File: src/rtl/tpu_pkg.sv
// Shared types, default widths and arithmetic helpers for the matrix unit.
// sat_add is only referenced when TPU_MXU_SAT_EN is defined.
package tpu_pkg;

  typedef enum logic [2:0] {IDLE, LOAD_W, STREAM, DRAIN, FIN} mxu_state_e;

  localparam int unsigned DefDataW = 8;
  localparam int unsigned DefAccW  = 16;

  // Operands arrive sign-extended to 64 bits; the sum is clamped to a signed width-bit range.
  function automatic logic signed [63:0] sat_add(input logic signed [63:0] a,
                                                 input logic signed [63:0] b,
                                                 input int unsigned        width);
    logic signed [63:0] sum;
    logic signed [63:0] hi;
    logic signed [63:0] lo;
    sum = a + b;
    hi  = (64'sd1 <<< (width - 1)) - 64'sd1;
    lo  = -(64'sd1 <<< (width - 1));
    if (sum > hi) begin
      return hi;
    end else if (sum < lo) begin
      return lo;
    end
    return sum;
  endfunction

endpackage

File: src/rtl/tpu_pe.sv
// Weight-stationary processing element: held weight, activation pass-through, psum register.
// TPU_MXU_SAT_EN selects a saturating accumulate instead of two's-complement wrap.
module tpu_pe
  import tpu_pkg::*;
#(
  parameter int unsigned DATA_W = DefDataW,
  parameter int unsigned ACC_W  = DefAccW
) (
  input  logic              clk_i,
  input  logic              reset_i,
  input  logic              en_i,
  input  logic              w_we_i,
  input  logic [DATA_W-1:0] w_i,
  input  logic [DATA_W-1:0] a_i,
  input  logic [ACC_W-1:0]  psum_i,
  output logic [DATA_W-1:0] a_o,
  output logic [ACC_W-1:0]  psum_o
);

  logic signed [DATA_W-1:0] w_q;
  logic        [DATA_W-1:0] a_q;
  logic        [ACC_W-1:0]  psum_q;
  logic        [ACC_W-1:0]  psum_d;
  logic signed [ACC_W-1:0]  a_ext;
  logic signed [ACC_W-1:0]  w_ext;
  logic signed [ACC_W-1:0]  prod;

  // Weights survive reset; every job reloads them before use.
  always_ff @(posedge clk_i) begin
    if (w_we_i) begin
      w_q <= w_i;
    end
  end

  always_ff @(posedge clk_i) begin
    if (reset_i) begin
      a_q    <= '0;
      psum_q <= '0;
    end else if (en_i) begin
      a_q    <= a_i;
      psum_q <= psum_d;
    end
  end

  always_comb begin
    a_ext = ACC_W'($signed(a_i));
    w_ext = ACC_W'(w_q);
    prod  = a_ext * w_ext;
`ifdef TPU_MXU_SAT_EN
    psum_d = ACC_W'(sat_add(64'($signed(psum_i)), 64'(prod), ACC_W));
`else
    psum_d = ACC_W'($signed(psum_i) + prod);
`endif
  end

  assign a_o    = a_q;
  assign psum_o = psum_q;

endmodule

File: src/rtl/tpu_mxu.sv
// N x N weight-stationary matrix unit with job sequencer and valid/ready streaming.
// Build option: TPU_MXU_SAT_EN makes every PE accumulate saturate instead of wrap.
module tpu_mxu
  import tpu_pkg::*;
#(
  parameter int unsigned N      = 2,
  parameter int unsigned DATA_W = DefDataW,
  parameter int unsigned ACC_W  = DefAccW,
  parameter int unsigned CNT_W  = 16
) (
  input  logic                clk,
  input  logic                reset,
  input  logic                start,
  input  logic [CNT_W-1:0]    num_rows,
  input  logic                w_valid,
  output logic                w_ready,
  input  logic [N*DATA_W-1:0] w_data,
  input  logic                a_valid,
  output logic                a_ready,
  input  logic [N*DATA_W-1:0] a_data,
  output logic                c_valid,
  input  logic                c_ready,
  output logic [N*ACC_W-1:0]  c_data,
  output logic                busy,
  output logic                done
);

  localparam int unsigned BeatW  = $clog2(N);
  localparam int unsigned TagLen = 2 * N - 1;

  mxu_state_e state_q, state_d;

  logic [CNT_W-1:0]   rows_left_q;
  logic [BeatW-1:0]   beat_q;
  logic [TagLen-1:0]  tag_q;
  logic               c_valid_q;
  logic [N*ACC_W-1:0] c_data_q;

  logic               adv;
  logic               w_hs;
  logic               a_hs;
  logic [N-1:0]       w_we;

  logic [DATA_W-1:0]  a_bus    [N][N+1];
  logic [ACC_W-1:0]   psum_bus [N+1][N];
  logic [ACC_W-1:0]   col_out  [N];

  // The whole pipeline freezes only while a result is waiting on the consumer.
  assign adv  = !(c_valid_q && !c_ready);
  assign w_hs = w_valid && w_ready;
  assign a_hs = a_valid && a_ready;

  // ---------------- FSM ----------------
  always_ff @(posedge clk) begin
    if (reset) begin
      state_q <= IDLE;
    end else begin
      state_q <= state_d;
    end
  end

  always_comb begin
    state_d = state_q;
    unique case (state_q)
      IDLE: begin
        if (start) state_d = LOAD_W;
      end
      LOAD_W: begin
        if (w_hs && (beat_q == BeatW'(N - 1))) begin
          state_d = (rows_left_q == '0) ? FIN : STREAM;
        end
      end
      STREAM: begin
        if (a_hs && (rows_left_q == CNT_W'(1))) state_d = DRAIN;
      end
      DRAIN: begin
        if ((tag_q == '0) && !c_valid_q) state_d = FIN;
      end
      FIN:     state_d = IDLE;
      default: state_d = IDLE;
    endcase
  end

  always_comb begin
    w_ready = 1'b0;
    a_ready = 1'b0;
    busy    = 1'b1;
    done    = 1'b0;
    unique case (state_q)
      IDLE:    busy = 1'b0;
      LOAD_W:  w_ready = 1'b1;
      STREAM:  a_ready = adv && (rows_left_q != '0);
      DRAIN:   ;
      FIN:     done = 1'b1;
      default: busy = 1'b0;
    endcase
  end

  // ---------------- Counters ----------------
  always_ff @(posedge clk) begin
    if (reset) begin
      rows_left_q <= '0;
      beat_q      <= '0;
    end else begin
      if ((state_q == IDLE) && start) begin
        rows_left_q <= num_rows;
        beat_q      <= '0;
      end
      if (w_hs) begin
        beat_q <= beat_q + BeatW'(1);
      end
      if (a_hs) begin
        rows_left_q <= rows_left_q - CNT_W'(1);
      end
    end
  end

  // ---------------- Input skew: lane k delayed k ----------------
  for (genvar k = 0; k < N; k++) begin : g_skew
    logic [DATA_W-1:0] lane_in;
    // Cycles without a handshake launch a zero bubble.
    assign lane_in = a_hs ? a_data[k*DATA_W +: DATA_W] : '0;
    assign w_we[k] = w_hs && (beat_q == BeatW'(k));

    if (k == 0) begin : g_direct
      assign a_bus[k][0] = lane_in;
    end else begin : g_dly
      logic [DATA_W-1:0] sk_q [k];
      always_ff @(posedge clk) begin
        if (reset) begin
          for (int i = 0; i < k; i++) sk_q[i] <= '0;
        end else if (adv) begin
          sk_q[0] <= lane_in;
          for (int i = 1; i < k; i++) sk_q[i] <= sk_q[i-1];
        end
      end
      assign a_bus[k][0] = sk_q[k-1];
    end
  end

  // ---------------- PE array: activations flow right, psums flow down ----------------
  for (genvar j = 0; j < N; j++) begin : g_psum_top
    assign psum_bus[0][j] = '0;
  end

  for (genvar k = 0; k < N; k++) begin : g_row
    for (genvar j = 0; j < N; j++) begin : g_col
      tpu_pe #(
        .DATA_W (DATA_W),
        .ACC_W  (ACC_W)
      ) u_pe (
        .clk_i   (clk),
        .reset_i (reset),
        .en_i    (adv),
        .w_we_i  (w_we[k]),
        .w_i     (w_data[j*DATA_W +: DATA_W]),
        .a_i     (a_bus[k][j]),
        .psum_i  (psum_bus[k][j]),
        .a_o     (a_bus[k][j+1]),
        .psum_o  (psum_bus[k+1][j])
      );
    end
  end

  // ---------------- Output deskew: column j delayed N-1-j ----------------
  for (genvar j = 0; j < N; j++) begin : g_deskew
    if (j == N - 1) begin : g_direct
      assign col_out[j] = psum_bus[N][j];
    end else begin : g_dly
      logic [ACC_W-1:0] dk_q [N-1-j];
      always_ff @(posedge clk) begin
        if (reset) begin
          for (int i = 0; i < int'(N - 1 - j); i++) dk_q[i] <= '0;
        end else if (adv) begin
          dk_q[0] <= psum_bus[N][j];
          for (int i = 1; i < int'(N - 1 - j); i++) dk_q[i] <= dk_q[i-1];
        end
      end
      assign col_out[j] = dk_q[N-2-j];
    end
  end

  // Tag lines up with the deskewed row; the output register adds the final cycle of 2N.
  always_ff @(posedge clk) begin
    if (reset) begin
      tag_q <= '0;
    end else if (adv) begin
      tag_q <= {tag_q[TagLen-2:0], a_hs};
    end
  end

  always_ff @(posedge clk) begin
    if (reset) begin
      c_valid_q <= 1'b0;
      c_data_q  <= '0;
    end else if (adv) begin
      c_valid_q <= tag_q[TagLen-1];
      for (int j = 0; j < int'(N); j++) begin
        c_data_q[j*ACC_W +: ACC_W] <= col_out[j];
      end
    end
  end

  assign c_valid = c_valid_q;
  assign c_data  = c_data_q;

endmodule

File: config.mk
export PLATFORM = sky130hd
export DESIGN_NAME = tpu_mxu
export DESIGN_NICKNAME = d
export VERILOG_FILES = /design/src/rtl/tpu_pkg.sv /design/src/rtl/tpu_pe.sv /design/src/rtl/tpu_mxu.sv
export SDC_FILE = /design/constraint.sdc
export NUM_CORES = 1
export LEC_CHECK = 0
export CAP_MARGIN = 20
export CORE_ASPECT_RATIO = 0.8
export CORE_MARGIN = 4
export CORE_UTILIZATION = 30
export CTS_CLUSTER_SIZE = 8
export DETAILED_ROUTE_END_ITERATION = 12
export SKIP_LAST_GASP = 1
export SYNTH_ARGS = -nofsm -noshare
export SYNTH_HDL_FRONTEND = slang
export SYNTH_SLANG_ARGS = --single-unit
File: constraint.sdc
create_clock -name clk -period 9.8 [get_ports clk]
set_clock_uncertainty 0.15 [all_clocks]
set_input_delay 2.94 -clock clk [delete_from_list [all_inputs] [get_ports clk]]
set_output_delay 2.94 -clock clk [all_outputs]
set_load 0.01 [all_outputs]
==> results.md <==
- Vias in the first global route: about 13000
- Tightest Pin Transition: about 1.1 ns
- Most frequent CP cell: fa_1
- Min Tclk post-route: just under 9 ns
- Syn. warnings: 0
- DR DRC count: 0
- Core Region: ~57000 um^2
- Chip height: about 220 um
- Leak: between 8 and 9 nW
- Area growth syn-to-layout: 13.70%
- Die area: between 60000 and 70000 um^2
- Setup CP Type: in -> reg
- Max Clk Rate: around 0.11 GHz
- Nets: 2231
- Grt ovf: 0
- Clock-pin slew on the worst setup and hold paths: about 0.07 ns
- Clock network power share: 0.396
- Dpl cell area: approximately 19000 um^2
- Hold crit path type: reg -> reg
- Max IR drop VDD: 0.0001253 V
- Post-CTS setup buffer count: 0
- Post-synth top area share: 0.2934
- Worst flop-to-flop path startpoint: rows_left_q[0]
- Number of synthesized flops with an enable pin: between 50 and 60
- WP data arrival: roughly 9.1 ns
- Syn Inst Count: approximately 1700
- CTS root buffer: clkbuf_16
- Fin. Hold Viols: 0
- Max-Cap Viols: 0
- Setup_tns: 0 ns
- CTS sink count: ~190
- CTS tree: built
- Top post-synthesis cells by area: fa_1 29%, dfxtp_1 16%, edfxtp_1 9.7%
- Placed Instances: 2530
- Max transition margin: 0.2528
- GRT Total Usage: 0.1347
- Fin area: between 15000 and 20000 um^2
- Post-synth top flop: dfxtp_1
- Status: finished clean
- CTS Hold Bufs: 0
- Non-Filler Instances: ~2600
- Wire per inst: ~15 um
- # diodes: 0
- Clk_lat worst skew: approximately 0.49 ns
- Asr flop ratio synth: 0
- Crit-path cells: clkdlybuf4s50_1 -> nand2b_1 -> nand4_1 -> a21oi_4 -> buf_4 -> nand3_1 -> fa_1 -> fa_1 -> fa_1 -> fa_1 -> inv_1 -> ha_1 -> o21ai_0 -> a21boi_0 -> o221ai_1 -> a2111oi_0 -> o21ai_0 -> a32o_1
- Max Slew Vio Count: 0
- PD cells: between 90 and 100 nW/um^2
- Initial core utilization: 0.3039
- Antenna violations before repair: 0
- Seq pwr share: 0.479
- 1st-iter DRT viols: 695
- Combinational Power Share: 0.125
- Final GP Congestion: between 0.8 and 0.9
- Syn nets: roughly 2200
- Sequential share of the synthesized area: 0.2552
- Cell with the most instances after synthesis: inv_1
- RSZ-0062 raised after global routing: no
- Crit path launch: c_ready
- R2R setup slack: around 3.3 ns
- Die X: 276.2 um
- #FFs+latches synth: between 150 and 200
- Via count: 11956
- Proportion of layout cells with a drive suffix above 1: 0.03326
- Worst EP required: approximately 10 ns
- # rows: 78
- Cell area after synthesis: roughly 17000 um^2
- H-Tree Depth: 4
- CTS Buffer Depth: 2
- Syn avg cell area: between 9 and 10 um^2
- Switching share of power: 0.2854
- First-pass GRT wire length: 67.26 mm
- Distinct cells, synth: 65
- NetSw: about 0.52 mW
- # port buffers: 90
- Startpoint of the worst hold path: g_row[1].g_col[0].u_pe.psum_o[14]
- Worst Setup End Kind: register
- Num CTS Buffers: 17
- Slowest-stage cell, CP: a21oi_4
- Area of the multi-input gates: 11370 um^2
- Internal power: ~1.3 mW
- Number of fill cells: between 5000 and 6000
- Fin crit share: 0.9036
- DP Wirelength: about 31 mm
- DR vias/cell: 4.663
- Slowest stage delay, CP: between 0.6 and 0.7 ns
- Most area-hungry cell type in the Yosys netlist: fa_1
- Final setup fails: 0
- I/O pin count: approximately 90
- Seq. cell area: roughly 4400 um^2
- Final ANT Viol Nets: 0
- Critical Path Fanout Max: 30
- PostCTS Resize Cnt: 0
- Hold slack: 0.3049 ns
- Synth top cells by count: 340 x inv_1, 253 x fa_1, 139 x nand2_1
- Pin count of the biggest net entering global routing: between 70 and 80
- Initial DRT Pass Iterations: 5
- Critical Path Start Type: input pin
- Detailed Route WL: 38.97 mm
[area by class of cell]
type	instances	share of cell area
timing repair buffer	103	0.05151
multi-input combinational	1137	0.5795
sequential	192	0.2244
clock inverter	15	0.009372
inverter	340	0.06503
tap	760	0.04845
clock buffer	17	0.02168
[per-layer routing]
layer	global-route usage	wire, um	up-vias
met5	0	0	-
met4	0.03352	528	0
met3	0.03278	1808	40
met2	0.2211	18220	208
met1	0.1796	18410	6036
li1	-	-	5672
[critical path: cells and delay by family]
| kind | cells | cell delay [ns] |
|---|---|---|
| simple gates | 3 | 0.67 |
| buf+inv | 3 | 0.82 |
| compound gates | 7 | 2.40 |
| fa+ha+maj | 5 | 2.23 |
[power by group through the flow]
stage / registers (mW) / logic (mW) / clock network, mW
6_report: 0.869 / 0.227 / 0.719
5_1_grt: 0.873 / 0.260 / 0.776
2_1_floorplan: 0.879 / 0.150 / 0
3_3_place_gp: 0.887 / 0.224 / 0
4_1_cts: 0.869 / 0.230 / 0.747
3_5_place_dp: 0.888 / 0.228 / 0
[state kept, by name, indices dropped and copies added (netlist names)]
register                 count
g_skew.g_dly.sk_q            8
c_data                      32
c_valid                      1
g_deskew.g_dly.dk_q         16
rows_left_q                 16
g_row.g_col.u_pe.psum_o     64
tag_q                        3
g_row.g_col.u_pe.a_o        16
beat_q                       1
g_row.g_col.u_pe.w_q        32
state_q                      3
[kinds of logic after synthesis]
| family | after synthesis | synth area share |
|---|---|---|
| fa+ha+maj | 386 | 0.3899 |
| xor+xnor | 64 | 0.03248 |
| compound gates | 245 | 0.1000 |
| buf+inv | 398 | 0.08720 |
| simple gates | 437 | 0.1323 |
| flops | 192 | 0.2552 |
| mux | 5 | 0.002972 |
[stage by stage]
stage / util / total power [mW] / worst slack [ns]
detailed placement: 0.3343 / 1.116 / 0.4727
finish: 0.3455 / 1.815 / 0.9450
floorplan: - / 1.029 / 1.618
global route: 0.3455 / 1.909 / 0.5683
global placement: 0.3343 / 1.112 / 0.7381
CTS: 0.3450 / 1.846 / 1.006
[layout by cell type (no fill, tap or decap), types with 5 or more instances in the layout]
cell | synthesis | layout
a32o_1 | 11 | 11
nand3_1 | 37 | 37
nor3_1 | 16 | 16
a21boi_0 | 5 | 5
edfxtp_1 | 56 | 56
nor2b_1 | 7 | 6
nand2b_1 | 24 | 24
o21ai_0 | 56 | 56
a21oi_1 | 36 | 36
dfxtp_1 | 136 | 136
a21o_1 | 10 | 10
fa_1 | 253 | 253
clkdlybuf4s50_1 | 0 | 90
o22ai_1 | 9 | 9
xor2_1 | 17 | 17
or3_1 | 6 | 6
and2_1 | 118 | 118
and3_1 | 38 | 38
a31oi_1 | 7 | 7
a22o_1 | 59 | 59
or2_2 | 5 | 5
inv_1 | 340 | 339
clkbuf_16 | 0 | 17
xnor2_1 | 47 | 47
o211ai_1 | 7 | 7
buf_4 | 0 | 12
nand2_1 | 139 | 139
ha_1 | 133 | 133
nor2_1 | 33 | 32
o21a_1 | 9 | 9
[worst paths after layout]
path                                             to  cells past startpoint
setup reg to reg  g_row[0].g_col[0].u_pe.psum_o[14]                     19
hold / removal    g_row[1].g_col[0].u_pe.psum_o[14]                      2
setup / recovery  g_row[0].g_col[0].u_pe.psum_o[14]                     18
hold reg to reg   g_row[1].g_col[0].u_pe.psum_o[14]                      2
Note: power is estimated with default switching activity, not from simulation.
